**config.mk**
```make
export PLATFORM = sky130hd
export DESIGN_NAME = wrrab
export DESIGN_NICKNAME = d
export VERILOG_FILES = /design/src/rtl/wrrab_pkg.sv /design/src/rtl/wrrab_rr_pick.sv /design/src/rtl/wrrab.sv
export SDC_FILE = /design/constraint.sdc
export NUM_CORES = 1
export LEC_CHECK = 0
export ABC_AREA = 1
export CAP_MARGIN = 20
export CORE_MARGIN = 2
export CORE_UTILIZATION = 51
export CTS_BUF_LIST = sky130_fd_sc_hd__clkbuf_4 sky130_fd_sc_hd__clkbuf_8
export DETAILED_ROUTE_END_ITERATION = 7
export GPL_TIMING_DRIVEN = 0
export PLACE_DENSITY = 0.83
export SYNTH_ARGS = -nofsm -noshare
export SYNTH_HDL_FRONTEND = slang
export SYNTH_SLANG_ARGS = --single-unit
```
**constraint.sdc**
```tcl
create_clock -name clk -period 2.1 [get_ports clk]
set_clock_uncertainty 0.05 [all_clocks]
set_input_delay 0.21 -clock clk [delete_from_list [all_inputs] [get_ports clk]]
set_output_delay 0.21 -clock clk [all_outputs]
set_load 0.02 [all_outputs]
```
**src/rtl/wrrab_pkg.sv**
```systemverilog
// Shared types and helpers for the weighted round-robin arbiter.
package wrrab_pkg;

    typedef enum logic {
        IDLE = 1'b0,
        BUSY = 1'b1
    } state_t;

    // Index width; a single requester still needs a one-bit index.
    function automatic int ID_W(input int n);
        return (n > 1) ? $clog2(n) : 1;
    endfunction

    function automatic int qnorm(input int w);
        return (w == 0) ? 1 : w;
    endfunction

endpackage

```
**src/rtl/wrrab_rr_pick.sv**
```systemverilog
// Rotating-priority picker: first requester after 'last', wrapping, with 'last' itself scanned last.
module rr_pick
    import wrrab_pkg::*;
#(
    parameter int N  = 4,
    parameter int IW = ID_W(N)
) (
    input  logic [N-1:0]  req,
    input  logic [IW-1:0] last,
    output logic          found,
    output logic [IW-1:0] pick
);

    logic [2*N-1:0] dbl;
    logic [2*N-1:0] masked;

    always_comb begin
        dbl    = {req, req};
        masked = '0;
        found  = 1'b0;
        pick   = '0;
        // Keep only the window last+1 .. last+N of the doubled vector.
        for (int i = 0; i < 2 * N; i++) begin
            if (i > int'(last) && i <= int'(last) + N) begin
                masked[i] = dbl[i];
            end
        end
        // Descending scan so the lowest set position wins.
        for (int i = 2 * N - 1; i >= 0; i--) begin
            if (masked[i]) begin
                found = 1'b1;
                pick  = IW'(i % N);
            end
        end
    end

endmodule

```
**src/rtl/wrrab.sv**
```systemverilog
// Weighted round-robin arbiter: each holder keeps the grant for up to its quantum before priority rotates.
module wrrab
    import wrrab_pkg::*;
#(
    parameter int N  = 4,
    parameter int CW = 4
) (
    input  logic                 clk,
    input  logic                 reset_n,
    input  logic [N-1:0]         request,
    input  logic [N*CW-1:0]      weight,
    output logic [N-1:0]         grant,
    output logic [ID_W(N)-1:0]   grant_id,
    output logic                 grant_valid
);

    localparam int IW = ID_W(N);

    state_t         state_q, state_d;
    logic [IW-1:0]  cur_q, cur_d;
    logic [IW-1:0]  id_d;
    logic [CW:0]    cnt_q, cnt_d;
    logic [CW-1:0]  q_q, q_d;
    logic [CW-1:0]  w_pick;
    logic [N-1:0]   grant_d;
    logic           found;
    logic           keep;
    logic [IW-1:0]  pick;

    rr_pick #(
        .N  (N),
        .IW (IW)
    ) u_pick (
        .req   (request),
        .last  (cur_q),
        .found (found),
        .pick  (pick)
    );

    assign w_pick = weight[int'(pick)*CW +: CW];
    assign keep   = (state_q == BUSY) && request[cur_q] && (cnt_q < {1'b0, q_q});

    always_comb begin
        state_d = state_q;
        cur_d   = cur_q;
        cnt_d   = cnt_q;
        q_d     = q_q;
        grant_d = grant;
        id_d    = grant_id;
        if (keep) begin
            cnt_d = cnt_q + (CW+1)'(1);
        end else if (found) begin
            // New tenure: the quantum is latched here so later weight edits wait for the next one.
            state_d       = BUSY;
            cur_d         = pick;
            cnt_d         = (CW+1)'(1);
            q_d           = CW'(qnorm(int'(w_pick)));
            grant_d       = '0;
            grant_d[pick] = 1'b1;
            id_d          = pick;
        end else begin
            state_d = IDLE;
            grant_d = '0;
        end
    end

    always_ff @(posedge clk or negedge reset_n) begin
        if (!reset_n) begin
            state_q     <= IDLE;
            cur_q       <= IW'(N - 1);
            cnt_q       <= '0;
            q_q         <= CW'(1);
            grant       <= '0;
            grant_id    <= '0;
            grant_valid <= 1'b0;
        end else begin
            state_q     <= state_d;
            cur_q       <= cur_d;
            cnt_q       <= cnt_d;
            q_q         <= q_d;
            grant       <= grant_d;
            grant_id    <= id_d;
            grant_valid <= |grant_d;
        end
    end

endmodule

```
# Yosys cells after proc, flatten, opt, wreduce, memory -nomap -nowiden

Cells that the tools add are included.

Register bits: 19
Bits of input ports: 22
Output and inout bits: 7
Word-level logic and storage cells: 66

Add/sub/neg operators: 2
Order comparisons: 14
Shift-type cells: 1
Muxes and demuxes: 31
Bitwise operators: 1
Reductions and logical operators: 10

Operators by type and width:

| cell                  | number |
|---|---|
| $le A4 B32 Y1 const A | 4 |
| $le A3 B32 Y1 const A | 2 |
| $le A2 B32 Y1 const A | 1 |
| $mux W1               | 17 |
| $shiftx A16 B5 Y4     | 1 |
| $mux W2               | 7 |
| $mux W4               | 3 |
| $mux W5               | 2 |
| $logic_and A1 B1 Y1   | 6 |
| $lt A2 B3 Y1 const B  | 2 |
| $add A5 B1 Y5 const B | 1 |
| $lt A5 B4 Y1          | 1 |
| $add A2 B3 Y4 const B | 1 |
| $gt A2 B2 Y1 const A  | 2 |
| $logic_not A4 Y1      | 1 |
| $reduce_or A4 Y1      | 1 |
| $bmux W1 S2           | 1 |
| $demux W1 S2          | 1 |
| $ge A2 B1 Y1 const B  | 1 |
| $gt A1 B2 Y1 const A  | 1 |
| $reduce_and A2 Y1     | 1 |
| $reduce_bool A2 Y1    | 1 |
| $not A1 Y1            | 1 |

# Logic depth before layout (Yosys ltp)

Gate-level depths: netlist of the first run.

Depth after elaboration: 17
Depth in mapped cells: 13
Mapped depth without buffers: 13

# Modules after synthesis

A second synthesis of the first run with hierarchy kept.

Cell total of the unflattened synthesis: 165
Area total of the unflattened synthesis: 1191.1 sq um

By module, submodules not included:

| module  | times used | cells an instance | area each (sq um) | sequential area each (sq um) |
|---|---|---|---|---|
| wrrab   | 1          | 144               | 1087.3            | 479.2 |
| rr_pick | 1          | 21                | 103.8             | 0.0 |

# Worst setup path before layout of the first run

No wires, ideal clock.

Path type: register -> register
Start: register cnt_q[2]
End: register cnt_q[3]
Library setup time: 126 ps
Arrival time: 1578 ps
Data required time: 1924 ps
Setup slack: 346 ps
Cell stages (with the launch flop): 11
Path buffers: 1
Period minus slack after synthesis: 1754 ps
Cell sequence: dfrtp_1 -> ha_1 -> nand2_1 -> inv_1 -> o21ai_0 -> nand3_1 -> nor2_1 -> buf_4 -> nand2_1 -> nor3_2 -> o21ai_0

Word-level cells in the longest chain between the ends: 3
Elaborated cells between the ends (all ways): 5
Classes of those cells: 1 x add/sub; 1 x order compare; 1 x mux; 2 x reduce/logical

RTL lines:

| element                                              | line        | RTL |
|---|---|---|
| start: declaration                                   | wrrab.sv:22 | `logic [CW:0] cnt_q, cnt_d;` |
| start signal: assignment                             | wrrab.sv:79 | `cnt_q <= cnt_d;` |
| $lt A5 B4 Y1                                         | wrrab.sv:41 | `assign keep = (state_q == BUSY) && request[cur_q] && (cnt_q < {1'b0, q_q});` |
| $logic_and A1 B1 Y1                                  | wrrab.sv:41 |  |
| $mux W5 / $reduce_bool A2 Y1 (equally long branches) | n/a         |  |

Several ways; a longest one is shown, not always the timed one.
A chain may end at the register's enable or synchronous reset.

# Worst setup path in the final report of the first run

Same ends and word-level chain as after synthesis.

==> results of run 1 <==
final timing paths:
| kind | depth (start not counted) | endpoint | start |
|---|---|---|---|
| min in group clk | 2 | grant_id[1] | grant_id[1] |
| max in group asynchronous | 1 | q_q[2] | reset_n |
| setup / recovery | 11 | cnt_q[3] | cnt_q[2] |
| setup reg to reg | 11 | cnt_q[3] | cnt_q[2] |
| hold / removal | 1 | cnt_q[3] | reset_n |
| hold reg to reg | 2 | grant_id[1] | grant_id[1] |
stage by stage:
| step | setup TNS [ns] | utilization | std cells | cell area (um^2) |
|---|---|---|---|---|
| final | 0 | 0.703 | 228 | 1560 |
| after global routing | -0.0394 | 0.703 | 228 | 1560 |
| after CTS | 0 | 0.696 | 228 | 1540 |
| after detailed placement | 0 | 0.682 | 224 | 1510 |
| after global placement | 0 | 0.682 | 224 | 1510 |
| after floorplan | 0 | - | 168 | 1190 |
kinds of logic after synthesis:
| logic type | after synthesis | synth area share |
|---|---|---|
| AO/OA/AOI/OAI | 18 | 0.0964 |
| buffers and inverters | 29 | 0.102 |
| adder cells (fa/ha/maj) | 4 | 0.0419 |
| flip-flops | 19 | 0.401 |
| AND/OR/NAND/NOR | 98 | 0.358 |
power breakdown:
group | switching (mW) | leakage [nW] | internal (mW) | total, mW
clock | 0.105 | 0.0184 | 0.0867 | 0.192
sequential | 0.0952 | 0.228 | 0.547 | 0.642
combinational | 0.832 | 0.541 | 0.548 | 1.38
registers in the layout, summed over array words and instances, names as in the netlist:
register / flops
cnt_q: 5
cur_q: 2
grant: 4
grant_id: 2
grant_valid: 1
q_q: 4
state_q: 1
per-layer routing:
metal | track usage | wire (um) | up-vias
met2 | 0.367 | 1220 | 39
met3 | 0.0400 | 123 | 6
met5 | 0 | 0 | -
li1 | - | - | 594
met1 | 0.244 | 1100 | 510
met4 | 0.0769 | 32 | 0
layout make-up:
type / count / area share
well taps: 28 / 0.0225
inverters: 26 / 0.0628
plain buffers: 3 / 0.0193
flip-flops and latches: 19 / 0.308
repair buffers: 28 / 0.180
multi-input cells: 120 / 0.388
clock buffers: 4 / 0.0193
timing repair:
action / CTS / global route
endpoints found under the hold margin: 0 / 0
resized for setup: 0 / 5
setup endpoints to repair: 0 / 3
cell usage in the layout, fill, tap and decap left out, drive strengths merged:
| cell type | instances |
|---|---|
| inv | 26 |
| nand3 | 17 |
| o21a | 1 |
| nor3 | 1 |
| nor2 | 15 |
| clkbuf | 5 |
| nand3b | 4 |
| o21ai | 13 |
| nand4 | 2 |
| clkdlybuf4s50 | 28 |
| nand2 | 59 |
| dfstp | 3 |
| o22ai | 1 |
| ha | 4 |
| buf | 2 |
| dfrtp | 16 |
| a21boi | 1 |
| a21oi | 2 |
==> impl_metrics.ini, run 1 <==
[global_routing]
grt_pass1_vias = 1066
grt_pass1_wl_um = 4220
grt_antenna_before_repair = 0
gr-total-overflow = 0
grt_usage = 0.206
grt_max_degree = 20

[setup_path]
reg2reg_slack_ns = 0.17
worstSetupPathType = reg2reg
cp-start-kind = flip-flop
worst_path_most_repeated_cell = nand2_1
worstPathMaxFanout = 10
slowest_delay_ns = 0.42
path_delay_family = simple AND/OR/NAND/NOR gates
cp-end-kind = flip-flop
crit_arrival_ns = 2.09
cp.required_ns = 2.27
path_buf_inv = 2
slowest_stage = dfrtp_1
crit_chain = ha_1 -> nand2_1 -> inv_1 -> o21ai_0 -> nand3_1 -> nor2_4 -> buf_6 -> nand2_1 -> nor3_2 -> nand2_1 -> o21ai_0

[sta]
post-route-worst-setup-slack_ns = 0.173
hold_viol = 0
tightest_slew_ns = 0.809
hold-worst-slack_ns = 0.329
setup_viol = 0
slew_violations = 0
grt_setup_unrepaired = true
fmax_ghz = 0.519
period_needed_ns = 1.93
relSlewSlack = 0.459
fin_crit_sh = 0.918

[place]
dp_slack_ns = 0.0953
portBuffers = 28
place.gp.congestion = 0.748
dp_hpwl_um = 2040

[routing]
wl_um = 2480
wire_per_inst_um = 10.9
drtIter0Drc = 24
antenna_left = 0
avgViaCountPerCell = 5.04
drt_drc_violations_left = 0
drtPass1Iterations = 4
vias = 1149

[floorplanning]
std_cell_rows = 17
io_pins = 29
dieArea_mm2 = 0.00274
die_y_um = 52.4
core_mm2 = 0.00221
dieWidth_um = 52.4
start_util = 0.540

[logic_synthesis]
synth-edff-count = 0
syn_inst = 168
seq_area_frac_synth = 0.401
yosysTopAreaCell = dfrtp_1
yosysMostFrequentCell = nand2_1
postSynthAreaPerCell_um2 = 7.11
syn-num-nets = 194
ys_warn_count = 0
synthFlopType = dfrtp_1
ys_types = 24
yosysTopAreaCellShare = 0.335
synth_commonest_cells = nand2_1, inv_1, dfrtp_1, nand3_1, nor2_1
synth_async_sr_flop_share = 1.00
synth_area_mm2 = 0.00119
synth.ff_latch_count = 19
synth_area_leaders = dfrtp_1, nand2_1, inv_1, nand3_1, dfstp_2

[final_layout]
areaGrowthSynthToFinish_pct = 30.3
multi_input_area_um2 = 603
fill_cells = 185
ff_latch_area_um2 = 479
num-nets-final = 227
drive_above_1_share = 0.100
num_antenna_cells = 0

[clocking]
postCtsSetupBuffers = 0
path_clk_slew_ns = 0.10
cts_htree_levels = 1
cts_sinks = 19
numCtsBuffers = 3
holdBufCountCts = 0
clock_path_buffers = 2
cts-root-buf = clkbuf_4
cts_tree = built
insertion_delay_ns = 0.29

[pwr]
p_leak_nw = 0.788
power_density_mw_per_mm2 = 1420
total_power_mw = 2.21
vdd_ir_drop_max_mv = 0.777

[outcome]
status = complete, no violations

[flow_run]
drv_cap = 0

[min_path]
min-delay-path-class = in2async
No activity file was read; power rests on OpenSTA's default activity.
==> run 2: changes to the inputs <==
- CORE_ASPECT_RATIO: not set -> 1.4
==> run 2 against run 1 <==
Cell count is 1.8% lower; clock-buffer cell count is the same; first-iteration DRC count is 58% higher; sequential cell count unchanged; wire length is 9.4% higher; fmax down 4.6%; register-to-register slack lost 0.09 ns; sequential power increased by 2%; sequential share of layout area decreased by 0.29 points; worst setup slack got worse by 0.092 ns; core utilization grew 1.0 points; global-route usage rose by 1.2 points; critical path type unchanged.
==> impl_metrics.ini, run 2 (synthesis results as in run 1) <==
[outcome]
status = complete, no violations

[final_layout]
final_cell_mix = nand2_1, clkdlybuf4s50_1, inv_1
largest_reg_flops = 5
design_area_mm2 = 0.00157
fin_util = 0.713
num_antenna_cells = 0
num-nets-final = 229
layout_commonest_cell = nand2_1
areaGrowthSynthToFinish_pct = 31.6
largest_registers = cnt_q (5), grant (4), q_q (4)
largest-register = cnt_q
drive_above_1_share = 0.109

[floorplanning]
io_pins = 29
core_mm2 = 0.00220
dieWidth_um = 44.9
start_util = 0.542
dieArea_mm2 = 0.00275
std_cell_rows = 20
die_y_um = 61.2

[routing]
antenna_left = 0
drt_drc_violations_left = 0
avgViaCountPerCell = 5.20
wire_per_inst_um = 12.1
vias = 1164
drtIter0Drc = 38
wl_um = 2720
drtPass1Iterations = 4

[clocking]
path_clk_slew_ns = 0.10
cts_htree_levels = 1
cts_sinks = 19
insertion_delay_ns = 0.30
cts-root-buf = clkbuf_4
cts_tree = built
clock_path_buffers = 2
holdBufCountCts = 0
numCtsBuffers = 3

[global_routing]
grt_pass1_wl_um = 4380
grt_pass1_vias = 1103
grt_max_degree = 20
gr-total-overflow = 0
grt_antenna_before_repair = 0
grt_usage = 0.218

[sta]
tightest_slew_ns = 0.792
setup_viol = 0
fmax_ghz = 0.495
fin_crit_sh = 0.962
grt_setup_unrepaired = true
relSlewSlack = 0.471
slew_violations = 0
hold_viol = 0
period_needed_ns = 2.02

[setup_path]
reg2reg_slack_ns = 0.08
regToRegStartpoint = cnt_q[3]
slowest_delay_ns = 0.43
cp-start-kind = flip-flop
worstSetupPathType = reg2reg
reg2regPathDepth = 12
cp.required_ns = 2.30
crit_arrival_ns = 2.22
cp-end-kind = flip-flop
worstPathMaxFanout = 10
worst_path_most_repeated_cell = nand2_1
slowest_stage = dfrtp_1
reg2reg_to = q_q[0]
crit_chain = ha_1 -> inv_1 -> nor2_1 -> nand4_1 -> nand3_1 -> nor2_4 -> nor2_1 -> buf_2 -> nand2_1 -> nor2_2 -> nand2_1 -> nand2_1

[pwr]
vdd_ir_drop_max_mv = 0.758
power_density_mw_per_mm2 = 1460
p_leak_nw = 0.796

[place]
place.gp.congestion = 0.801
portBuffers = 28
placed_area_mm2 = 0.00150
dp_hpwl_um = 2090

[flow_run]
drv_cap = 0

[min_path]
min-delay-path-class = in2async
==> run 2: area by class of cell <==
type | instances | area, um^2
Multi-Input combinational cell | 120 | 613
Tap cell | 22 | 27.5
Inverter | 26 | 97.6
Fill cell | 191 | 632
Timing Repair Buffer | 30 | 295
Clock buffer | 4 | 30.0
Buffer | 3 | 27.5
Sequential cell | 19 | 479
==> run 2: worst max path at each step <==
stage	slack (ns)	from	endpoint	depth (start not counted)
after floorplan	0.35	cnt_q[2]	cnt_q[3]	10
after global placement	0.12	request[3]	cnt_q[3]	11
after detailed placement	0.05	request[0]	cnt_q[3]	11
after CTS	0.05	cnt_q[2]	cnt_q[3]	10
after global routing	-0.05	cnt_q[3]	q_q[0]	12
final	0.08	cnt_q[3]	q_q[0]	12
==> run 2: what timing repair did <==
action / in CTS / in global routing
buffers inserted: 0 / 2
gates resized for setup: 0 / 4
endpoints found under the setup margin: 0 / 6
==> run 2: critical path: cells and delay by family (launching register included) <==
family / cells / cell delay [ns]
AND/OR/NAND/NOR: 9 / 0.92
adder cells (fa/ha/maj): 1 / 0.29
flip-flops: 1 / 0.43
buffers and inverters: 2 / 0.28
==> run 2: metrics by stage <==
stage,instances,setup WS [ns],power [mW],hold slack [ns],setup TNS [ns]
after floorplan,168,0.346,1.60,-0.136,0
after global placement,218,0.123,1.92,0.409,0
after detailed placement,218,0.0493,2.00,0.438,0
after CTS,222,0.0543,2.20,0.342,0
after global routing,224,-0.0463,2.50,0.381,-0.0637
final,224,0.0805,2.30,0.312,0
==> run 2: power by group <==
part	switching, mW	total [mW]	leakage, nW	internal [mW]
clock network	0.108	0.195	0.0184	0.0870
registers	0.106	0.653	0.228	0.547
logic	0.867	1.45	0.549	0.582
total	1.08	2.30	0.796	1.22
==> run 2: layer usage <==
| metal | GRT usage | vias to the layer above | routed length (um) |
|---|---|---|---|
| met5 | 0 | - | 0 |
| met4 | 0.122 | 0 | 78 |
| met3 | 0.0205 | 7 | 75 |
| met2 | 0.420 | 31 | 1460 |
| met1 | 0.226 | 529 | 1110 |
| li1 | - | 597 | - |
==> run 3: changes to the inputs <==
- GPL_ROUTABILITY_DRIVEN: not set -> 0
- HOLD_SLACK_MARGIN: not set -> 0.1
==> results of run 3 <==
No change in the layout: final DEF, timing and power equal those of run 2.
